## config.mk

```make
export PLATFORM = sky130hd
export DESIGN_NAME = bank_readout_seq_flat
export DESIGN_NICKNAME = d
export VERILOG_FILES = /design/src/rtl/replica_pkg.sv /design/src/rtl/bank_readout_seq_if.sv /design/src/rtl/readout_fifo.sv /design/src/rtl/bank_readout_seq.sv /design/src/flat_wrapper.sv
export SDC_FILE = /design/constraint.sdc
export NUM_CORES = 1
export LEC_CHECK = 0
export BUFFER_PORTS_ARGS = -buffer_cell sky130_fd_sc_hd__buf_4
export CORE_ASPECT_RATIO = 1.1
export CORE_MARGIN = 2
export CORE_UTILIZATION = 45
export DETAILED_ROUTE_END_ITERATION = 8
export GPL_ROUTABILITY_DRIVEN = 0
export PLACE_DENSITY = 0.76
export SYNTH_ARGS = -nofsm -noshare
export SYNTH_HDL_FRONTEND = slang
export SYNTH_SLANG_ARGS = --single-unit
```

## constraint.sdc

```tcl
create_clock -name clk -period 5.88 [get_ports clk]
set_input_delay 0.294 -clock clk [delete_from_list [all_inputs] [get_ports clk]]
set_output_delay 0.294 -clock clk [all_outputs]
set_load 0.01 [all_outputs]
```

## src/rtl/replica_pkg.sv

```systemverilog
// Shared replica-chain data types plus the readout bank index type.
// Imported by the bank readout sequencer, its FIFO and its bus interface.
package replica_pkg;

    typedef logic [15:0] replica_data_t;
    typedef logic [31:0] total_data_t;

    localparam int unsigned bank_num_max = 8;
    typedef logic [$clog2(bank_num_max)-1:0] readout_bank_t;

    // Counter width that never collapses to zero bits for a modulus of 1.
    function automatic int clog2_min1(input int n);
        return (n > 1) ? $clog2(n) : 1;
    endfunction

endpackage

```

## src/rtl/bank_readout_seq_if.sv

```systemverilog
// Host-side readback port of the bank readout sequencer: ordering stream
// (ready/valid) and the distance word with its consume strobe.
interface bank_readout_seq_if;
    import replica_pkg::*;

    logic          ord_rd_valid;
    replica_data_t ord_rd_data;
    logic          ord_rd_ready;
    logic          dis_shift;
    total_data_t   dis_rdata;

    modport master (
        output ord_rd_valid,
        output ord_rd_data,
        output dis_rdata,
        input  ord_rd_ready,
        input  dis_shift
    );

    modport slave (
        input  ord_rd_valid,
        input  ord_rd_data,
        input  dis_rdata,
        output ord_rd_ready,
        output dis_shift
    );

endinterface

```

## src/rtl/readout_fifo.sv

```systemverilog
// Generic synchronous FIFO for ordering words; head is read combinationally
// from storage so it stays stable until popped. DEPTH must be a power of 2.
module readout_fifo
    import replica_pkg::*;
#(
    parameter  int DEPTH = 4,
    localparam int AW    = $clog2(DEPTH)
) (
    input  logic          clk,
    input  logic          reset,
    input  logic          i_flush,
    input  logic          i_push,
    input  replica_data_t i_push_data,
    input  logic          i_pop,
    output replica_data_t o_head,
    output logic [AW:0]   o_count,
    output logic          o_full,
    output logic          o_empty
);

    replica_data_t r_mem [DEPTH];
    logic [AW-1:0] r_wr_ptr;
    logic [AW-1:0] r_rd_ptr;
    logic [AW:0]   r_count;
    logic          w_push;
    logic          w_pop;

    assign o_full  = (r_count == (AW+1)'(DEPTH));
    assign o_empty = (r_count == '0);
    assign o_count = r_count;
    assign o_head  = r_mem[r_rd_ptr];

    assign w_push = i_push && !o_full;
    assign w_pop  = i_pop && !o_empty;

    always_ff @(posedge clk) begin
        if (w_push) begin
            r_mem[r_wr_ptr] <= i_push_data;
        end
    end

    always_ff @(posedge clk) begin
        if (reset || i_flush) begin
            r_wr_ptr <= '0;
            r_rd_ptr <= '0;
            r_count  <= '0;
        end else begin
            if (w_push) begin
                r_wr_ptr <= r_wr_ptr + AW'(1);
            end
            if (w_pop) begin
                r_rd_ptr <= r_rd_ptr + AW'(1);
            end
            case ({w_push, w_pop})
                2'b10:   r_count <= r_count + (AW+1)'(1);
                2'b01:   r_count <= r_count - (AW+1)'(1);
                default: r_count <= r_count;
            endcase
        end
    end

endmodule

```

## src/rtl/bank_readout_seq.sv

```systemverilog
// Sequences host readback of ordering words and total distances from the
// replica-chain tails, bank by bank. READOUT_ERR_EN enables the sticky rd_err checker.
module bank_readout_seq
    import replica_pkg::*;
#(
    parameter  int bank_num   = 2,
    parameter  int ord_words  = 4,
    parameter  int fifo_depth = 4,
    localparam int BW         = $clog2(bank_num),
    localparam int CW         = clog2_min1(ord_words),
    localparam int AW         = $clog2(fifo_depth)
) (
    input  logic                clk,
    input  logic                reset,
    input  logic                i_clear,
    input  logic                i_run_busy,
    input  logic [bank_num-1:0] i_bank_ord_valid,
    input  replica_data_t       i_bank_ord_data [bank_num],
    output logic [bank_num-1:0] o_bank_ord_shift,
    input  total_data_t         i_bank_dis_data [bank_num],
    output logic [BW-1:0]       o_rd_bank,
    output logic                o_rd_err,
    bank_readout_seq_if.master  bus
);

    localparam logic [BW-1:0] BANK_LAST = BW'(bank_num - 1);
    localparam logic [CW-1:0] WORD_LAST = CW'(ord_words - 1);

    logic [BW-1:0] r_rd_bank;
    logic [BW-1:0] r_dis_sel;
    logic [CW-1:0] r_word_cnt;
    logic [AW:0]   w_count;
    logic          w_full;
    logic          w_empty;
    logic          w_fetch;
    logic          w_pop;

    function automatic logic [BW-1:0] next_bank(input logic [BW-1:0] b);
        return (b == BANK_LAST) ? '0 : b + BW'(1);
    endfunction

    // Reset is included so a held reset never pops a chain.
    assign w_fetch = !reset && !i_clear && !i_run_busy
                     && i_bank_ord_valid[r_rd_bank] && !w_full;
    assign w_pop   = bus.ord_rd_ready && !w_empty;

    always_comb begin
        o_bank_ord_shift = '0;
        if (w_fetch) begin
            o_bank_ord_shift[r_rd_bank] = 1'b1;
        end
    end

    readout_fifo #(
        .DEPTH (fifo_depth)
    ) u_fifo (
        .clk         (clk),
        .reset       (reset),
        .i_flush     (i_clear),
        .i_push      (w_fetch),
        .i_push_data (i_bank_ord_data[r_rd_bank]),
        .i_pop       (w_pop),
        .o_head      (bus.ord_rd_data),
        .o_count     (w_count),
        .o_full      (w_full),
        .o_empty     (w_empty)
    );

    assign bus.ord_rd_valid = (w_count != '0);

    always_ff @(posedge clk) begin
        if (reset || i_clear) begin
            r_rd_bank  <= '0;
            r_word_cnt <= '0;
            r_dis_sel  <= '0;
        end else begin
            if (w_fetch) begin
                if (r_word_cnt == WORD_LAST) begin
                    r_word_cnt <= '0;
                    r_rd_bank  <= next_bank(r_rd_bank);
                end else begin
                    r_word_cnt <= r_word_cnt + CW'(1);
                end
            end
            if (bus.dis_shift) begin
                r_dis_sel <= next_bank(r_dis_sel);
            end
        end
    end

    assign o_rd_bank     = r_rd_bank;
    assign bus.dis_rdata = i_bank_dis_data[r_dis_sel];

`ifdef READOUT_ERR_EN
    logic r_rd_err;

    always_ff @(posedge clk) begin
        if (reset || i_clear) begin
            r_rd_err <= 1'b0;
        end else if ((bus.ord_rd_ready && w_empty) || (bus.dis_shift && i_run_busy)) begin
            r_rd_err <= 1'b1;
        end
    end

    assign o_rd_err = r_rd_err;
`else
    assign o_rd_err = 1'b0;
`endif

endmodule
```

## src/flat_wrapper.sv

```systemverilog
// flat-port wrapper written by rule: the top's interface ports become plain ports
module bank_readout_seq_flat import replica_pkg::*;
#(
    parameter  int bank_num   = 2,
    parameter  int ord_words  = 4,
    parameter  int fifo_depth = 4,
    localparam int BW         = $clog2(bank_num),
    localparam int CW         = clog2_min1(ord_words),
    localparam int AW         = $clog2(fifo_depth)
)
  (clk, reset, i_clear, i_run_busy, i_bank_ord_valid, i_bank_ord_data, o_bank_ord_shift, i_bank_dis_data, o_rd_bank, o_rd_err, bus_ord_rd_valid, bus_ord_rd_data, bus_dis_rdata, bus_ord_rd_ready, bus_dis_shift);
  bank_readout_seq_if bus_i ();
  input  logic clk;
  input  logic reset;
  input  logic i_clear;
  input  logic i_run_busy;
  input  logic [bank_num-1:0] i_bank_ord_valid;
  input  replica_data_t i_bank_ord_data[bank_num];
  output logic [bank_num-1:0] o_bank_ord_shift;
  input  total_data_t i_bank_dis_data[bank_num];
  output logic [BW-1:0] o_rd_bank;
  output logic o_rd_err;
  output wire logic [$bits(bus_i.ord_rd_valid)-1:0] bus_ord_rd_valid;
  output wire logic [$bits(bus_i.ord_rd_data)-1:0] bus_ord_rd_data;
  output wire logic [$bits(bus_i.dis_rdata)-1:0] bus_dis_rdata;
  input wire logic [$bits(bus_i.ord_rd_ready)-1:0] bus_ord_rd_ready;
  input wire logic [$bits(bus_i.dis_shift)-1:0] bus_dis_shift;
  assign bus_ord_rd_valid = bus_i.ord_rd_valid;
  assign bus_ord_rd_data = bus_i.ord_rd_data;
  assign bus_dis_rdata = bus_i.dis_rdata;
  assign bus_i.ord_rd_ready = bus_ord_rd_ready;
  assign bus_i.dis_shift = bus_dis_shift;
  bank_readout_seq #(.bank_num(bank_num), .ord_words(ord_words), .fifo_depth(fifo_depth)) u_core (.clk(clk), .reset(reset), .i_clear(i_clear), .i_run_busy(i_run_busy), .i_bank_ord_valid(i_bank_ord_valid), .i_bank_ord_data(i_bank_ord_data), .o_bank_ord_shift(o_bank_ord_shift), .i_bank_dis_data(i_bank_dis_data), .o_rd_bank(o_rd_bank), .o_rd_err(o_rd_err), .bus(bus_i));
endmodule
```

==> results.json, run 1 <==
{
  "hold_class": "primary input to flip-flop",
  "coreArea_um2": 7870,
  "cts.clk_slew.worst_paths_ps": 80,
  "fin_ws_ps": 2806,
  "port_buffers": 155,
  "synth_edf_count": 64,
  "synthAdderAreaFrac_pct": 2.624,
  "dr.first_iter.drc_count": 70,
  "r2r_slack_ps": 2810,
  "ys_seq_area_share_pct": 60.22,
  "placed_cells": 468,
  "ctsHoldBuffers": 0,
  "critPathKind": "flip-flop to flip-flop",
  "start_util_pct": 46.04,
  "synth_seq_cells": 77,
  "max-slew-margin-rel_pct": 25.61,
  "reg2reg_from": "u_core.o_rd_bank",
  "cts.repair.resized": 0,
  "synth_top_family_by_area": "multiplexers",
  "via_per_inst": 4.959,
  "ant_nets": 0,
  "nets": 482,
  "finalCriticalPeriod_ps": 3074,
  "fin_setup_tns_ps": 0,
  "synthMuxAreaShare_pct": 26.55,
  "worst_pin_slew_ps": 1114,
  "tritoncts": "yes",
  "ir_worst_vdd_v": 0.00009330,
  "grt_use_total_pct": 17.83,
  "design_area_um2": 5030,
  "grt_use_met1_pct": 18.27,
  "cts_max_path_buffers": 2,
  "grt_overflow": 0,
  "synth_ff_type": "edfxtp_1",
  "met3_usage_pct": 5.748,
  "reg2regPathDepth": 9,
  "power.total_mw": 1.096,
  "die_y_um": 98.12,
  "synth_area_per_cell_um2": 16.70,
  "vias": 2395,
  "holdPathEnd": "u_core.r_dis_sel",
  "synthTopCellsByArea": "edfxtp_1 (53%), mux2_2 (15%), mux4_2 (9.9%)",
  "synth.largest_area_cell": "edfxtp_1",
  "cp_max_fo": 23,
  "holdCritStartpoint": "bus_dis_shift",
  "fmaxAchievable_mhz": 325.3,
  "die_area_um2": 8787,
  "antenna_cells": 0,
  "synth_cells": 217,
  "worstPathRequired_ps": 6160,
  "synthSimpleGateAreaFrac_pct": 5.214,
  "routed_wl_um": 7498,
  "fin_crit_sh_pct": 52.27,
  "end_kind": "flip-flop",
  "yosysUniqueCellTypes": 31,
  "synth_compound_area_share_pct": 1.278,
  "p_per_area_nw_per_um2": 217.9,
  "yosysTopAreaCellShare_pct": 53.04,
  "fin_worst_skew_ps": 13.24,
  "drive_above_1_share_pct": 64.27,
  "post-place-ws_ps": 2772,
  "syn_to_final_growth_pct": 38.81,
  "cap_violations": 0,
  "grt_pass1_vias": 2526,
  "setup_viol": 0,
  "drc": 0,
  "finalHoldViolations": 0,
  "synth_warnings": 0,
  "htree_levels": 3,
  "arrival_ps": 3350,
  "final_max_slew_viol_count": 0,
  "synth-xor-area-share_pct": 1.209,
  "fin_util_pct": 63.91,
  "whs_ps": 175.9,
  "cts-root-buf": "clkbuf_8",
  "synth_nets": 328,
  "p_leak_nw": 1.953,
  "grt_util_met2_pct": 33.20,
  "grt_max_degree": 34,
  "num_rows": 34,
  "gr-max-usage-layer": "met2",
  "insertion_delay_ps": 340,
  "worstReg2RegEnd": "u_core.u_fifo.o_count[2]",
  "antenna_found_initial": 0,
  "dpl.hpwl_um": 5755,
  "hold_depth": 3,
  "status": "finished clean",
  "die_x_um": 89.56,
  "first_pass_iters": 5,
  "critPathLaunchType": "flip-flop",
  "rsz0062_at_grt": "no",
  "numCtsBuffers": 9,
  "cts.sinks": 77,
  "ios": 157,
  "wire_per_inst_um": 15.52,
  "grt_pass1_wl_um": 11700,
  "placedInstanceArea_um2": 4851,
  "synth-async-reset-ratio_pct": 0,
  "stdcell_count": 483,
  "syn_area_um2": 3623,
  "post-cts-setup-buffers": 0
}
==> registers in the layout, summed over array words and instances, names as in the netlist, named ones only <==
name                    flops
u_core.u_fifo.r_mem        64
u_core.u_fifo.o_count       3
u_core.r_word_cnt           2
u_core.u_fifo.r_rd_ptr      2
u_core.u_fifo.r_wr_ptr      2
u_core.o_rd_bank            1
u_core.r_dis_sel            1
==> how the worst max path moves through the flow <==
stage,from,to,cells past startpoint,slack (ps)
CTS,u_core.o_rd_bank,u_core.u_fifo.o_count[2],9,2770
finish,u_core.o_rd_bank,u_core.u_fifo.o_count[2],9,2810
global route,u_core.o_rd_bank,u_core.u_fifo.o_count[2],9,2570
global placement,u_core.o_rd_bank,u_core.u_fifo.o_count[2],9,2950
floorplan,u_core.o_rd_bank,u_core.u_fifo.o_count[2],9,3620
detailed placement,u_core.o_rd_bank,u_core.u_fifo.o_count[2],9,2770
==> cell usage in the layout, fill, tap and decap left out, types with 3 or more instances in the layout <==
| cell | netlist | routed |
|---|---|---|
| nor2_1 | 8 | 8 |
| mux2_2 | 49 | 49 |
| clkbuf_8 | 0 | 9 |
| and3_1 | 5 | 5 |
| xor2_1 | 3 | 3 |
| ha_1 | 6 | 6 |
| nand2_1 | 7 | 7 |
| buf_4 | 2 | 156 |
| inv_1 | 6 | 6 |
| a21oi_1 | 3 | 3 |
| dfxtp_1 | 13 | 13 |
| mux4_2 | 16 | 16 |
| mux2i_1 | 5 | 5 |
| edfxtp_1 | 64 | 64 |
==> synthesized netlist by cell type (2+ instances only) <==
cell type,instances
a21oi_1,3
and3_1,5
buf_2,6
buf_4,2
buf_6,2
clkbuf_1,3
dfxtp_1,13
edfxtp_1,64
ha_1,6
inv_1,6
mux2_2,49
mux2i_1,5
mux4_2,16
nand2_1,7
nor2_1,8
nor3b_2,2
or3_1,2
or3_2,2
xnor2_1,2
xor2_1,3
==> worst max-delay path: stages (launching register included) <==
cell,delay (ps)
dfxtp_1,1010
mux2i_1,440
nor3_4,120
nand2_1,100
ha_1,190
inv_1,60
fa_1,380
xor2_1,160
or3_2,410
a21oi_1,150
==> report_power, final <==
part           leakage [nW]  switching [mW]  internal, mW
registers             0.682         0.00174         0.593
clock network        0.0899           0.171         0.189
logic                  1.18          0.0493        0.0918
==> logic make-up after synthesis <==
group,count (synthesis)
adders and majority gates,7
AOI/OAI and AO/OA,7
muxes,70
xor gates and xnor gates,5
other,1
DFF,77
buffers and inverters,19
and+or+nand+nor,31
==> final cells by class <==
class,instances,area [µm²]
Timing Repair Buffer,156,1171
Fill cell,631,2840
Clock inverter,6,55.05
Clock buffer,9,123.9
Inverter,6,22.52
Tap cell,108,135.1
Multi-Input combinational cell,121,1340
Sequential cell,77,2182
==> metal layers <==
metal  up-vias  wire length, µm  share of wire [%]
met4         0              104                1.4
met5         -                0                  0
met2       120             4222                 56
met3         9              590                7.9
li1       1143                -                  -
met1      1123             2581                 34
Power figures use the tool's default switching activity.
==> run 2: changes to the inputs <==
--- a/config.mk
+++ b/config.mk
@@ -5,6 +5,7 @@
 export SDC_FILE = /design/constraint.sdc
 export NUM_CORES = 1
 export LEC_CHECK = 0
+export ABC_AREA = 1
 export BUFFER_PORTS_ARGS = -buffer_cell sky130_fd_sc_hd__buf_4
 export CORE_ASPECT_RATIO = 1.1
 export CORE_MARGIN = 2
==> constraint.sdc (replaced) <==
create_clock -name clk -period 3.2 [get_ports clk]
set_input_delay 0.16 -clock clk [delete_from_list [all_inputs] [get_ports clk]]
set_output_delay 0.16 -clock clk [all_outputs]
set_load 0.01 [all_outputs]
==> run 2 against run 1 <==
Count of clock-buffer cells in the layout rose by 1. Non-clock buffer count rose by 7. Total power rose by 82%. Largest cell class unchanged. Largest power group unchanged. Highest routed layer unchanged.
==> results.json, run 2 <==
{
  "critPathKind": "flip-flop to flip-flop",
  "nets": 609,
  "critPathLaunchType": "flip-flop",
  "yosys-top-cells-count": "nand2_1 (66), edfxtp_1 (64), nor2_1 (44), o21ai_0 (35), mux2_2 (32)",
  "p_leak_nw": 2.135,
  "num_rows": 34,
  "fmaxAchievable_mhz": 441.2,
  "via_per_inst": 4.992,
  "synth-async-reset-ratio_pct": 0,
  "coreArea_um2": 7913,
  "layout_commonest_cell": "buf_4",
  "finalCriticalPeriod_ps": 2267,
  "cts-root-buf": "clkbuf_8",
  "ir_worst_vdd_v": 0.0001753,
  "die_y_um": 98.49,
  "synth.largest_area_cell": "edfxtp_1",
  "insertion_delay_ps": 350,
  "fill_cells": 675,
  "grt_use_total_pct": 21.88,
  "cts_max_path_buffers": 2,
  "synth_nets": 453,
  "finalHoldViolations": 0,
  "cts.sinks": 77,
  "final_cell_mix": "buf_4 (163), nand2_1 (66), edfxtp_1 (64)",
  "cts.clk_slew.worst_paths_ps": 80,
  "worst_pin_slew_ps": 916.7,
  "worstPathRequired_ps": 3480,
  "hold_class": "primary input to flip-flop",
  "ys_seq_area_share_pct": 59.75,
  "top_register": "u_core.u_fifo.r_mem",
  "placedInstanceArea_um2": 4921,
  "routed_wl_um": 9549,
  "status": "finished clean",
  "start_util_pct": 46.16,
  "power.total_mw": 1.998,
  "yosysTopAreaCellShare_pct": 52.62,
  "end_kind": "flip-flop",
  "grt_pass1_wl_um": 15080,
  "grt_overflow": 0,
  "rsz0062_at_grt": "no",
  "ant_nets": 0,
  "grt_max_degree": 34,
  "syn_area_um2": 3652,
  "synth_warnings": 0,
  "grt_pass1_vias": 3200,
  "drive_above_1_share_pct": 42.94,
  "die_x_um": 89.90,
  "ctsHoldBuffers": 0,
  "dr.first_iter.drc_count": 123,
  "setup_viol": 0,
  "drc": 0,
  "synth_area_per_cell_um2": 10.68,
  "yosysMostFrequentCell": "nand2_1",
  "post-cts-setup-buffers": 0,
  "fin_setup_tns_ps": 0,
  "numCtsBuffers": 9,
  "whs_ps": 49.92,
  "dpl.hpwl_um": 7110,
  "tritoncts": "yes",
  "largest_reg_flops": 64,
  "syn_to_final_growth_pct": 39.60,
  "cap_violations": 0,
  "synth_cells": 342,
  "fin_worst_skew_ps": 12.85,
  "design_area_um2": 5099,
  "fin_util_pct": 64.44,
  "vias": 3055,
  "synth_edf_count": 64,
  "p_per_area_nw_per_um2": 391.9,
  "arrival_ps": 2540,
  "r2r_slack_ps": 930,
  "port_buffers": 155,
  "fin_crit_sh_pct": 70.83,
  "ios": 157,
  "yosysUniqueCellTypes": 23,
  "cts.repair.resized": 0,
  "die_area_um2": 8853,
  "htree_levels": 3,
  "synthTopCellsByArea": "edfxtp_1 (53%), mux2_2 (9.9%), dfxtp_1 (7.1%)",
  "synth_ff_type": "edfxtp_1",
  "cp_max_fo": 11,
  "wire_per_inst_um": 15.60,
  "first_pass_iters": 4,
  "final_max_slew_viol_count": 0,
  "synth_seq_cells": 77,
  "max-slew-margin-rel_pct": 38.82,
  "antenna_found_initial": 1
}
==> run 2: layout make-up <==
cell class	count	area (µm²)	share of cell area (%)
antenna	1	2.502	0.04908
clock buffer	10	127.6	2.503
clock inverter	6	47.55	0.9325
inverter	21	78.83	1.546
multi-input combinational	226	1301	25.52
sequential	77	2182	42.80
tap	108	135.1	2.650
timing repair buffer	163	1224	24.00
==> run 2: cell families after synthesis <==
group | share of synthesized area [%]
simple gates | 13.77
xor+xnor | 0.2399
flops | 59.75
buf+inv | 4.625
compound gates | 9.044
other cells | 0.1027
fa+ha+maj | 2.604
mux | 9.867
==> run 2: routing by layer <==
| metal | track usage, % | up-vias | routed length (µm) | part of all wire [%] |
|---|---|---|---|---|
| met3 | 6.269 | 11 | 700 | 7.3 |
| met2 | 41.90 | 126 | 5210 | 55 |
| li1 | - | 1493 | - | - |
| met1 | 22.98 | 1425 | 3466 | 36 |
| met4 | 7.456 | 0 | 171 | 1.8 |
| met5 | 0 | - | 0 | 0 |
==> run 2: final timing paths <==
check                             from                        to  depth (start not counted)
min                      bus_dis_shift          u_core.r_dis_sel                          3
max reg2reg           u_core.o_rd_bank  u_core.u_fifo.o_count[2]                         11
min reg2reg  u_core.u_fifo.r_rd_ptr[1]                 flip-flop                          2
max                   u_core.o_rd_bank  u_core.u_fifo.o_count[2]                         11
==> run 2: critical path: stages, from the launching register on <==
cell and delay, ps:
dfxtp_1 550, nand2_1 90, nand2_1 120, nor2_4 60
nand2_2 160, ha_1 180, inv_1 70, fa_1 390
or2_2 310, nand2_1 80, o21ai_0 70, a21oi_1 120
==> run 2: stage by stage <==
| stage | setup WS (ps) | instances |
|---|---|---|
| 2_1_floorplan | 1207 | 342 |
| 3_3_place_gp | 1038 | 595 |
| 3_5_place_dp | 938.9 | 595 |
| 4_1_cts | 923.9 | 611 |
| 5_1_grt | 676.0 | 612 |
| 6_report | 933.3 | 612 |
==> run 2: power by group <==
| group | leakage [nW] | switching, mW | internal (mW) |
|---|---|---|---|
| clock | 0.0751 | 0.360 | 0.285 |
| sequential | 0.681 | 0.00163 | 1.09 |
| combinational | 1.38 | 0.100 | 0.162 |
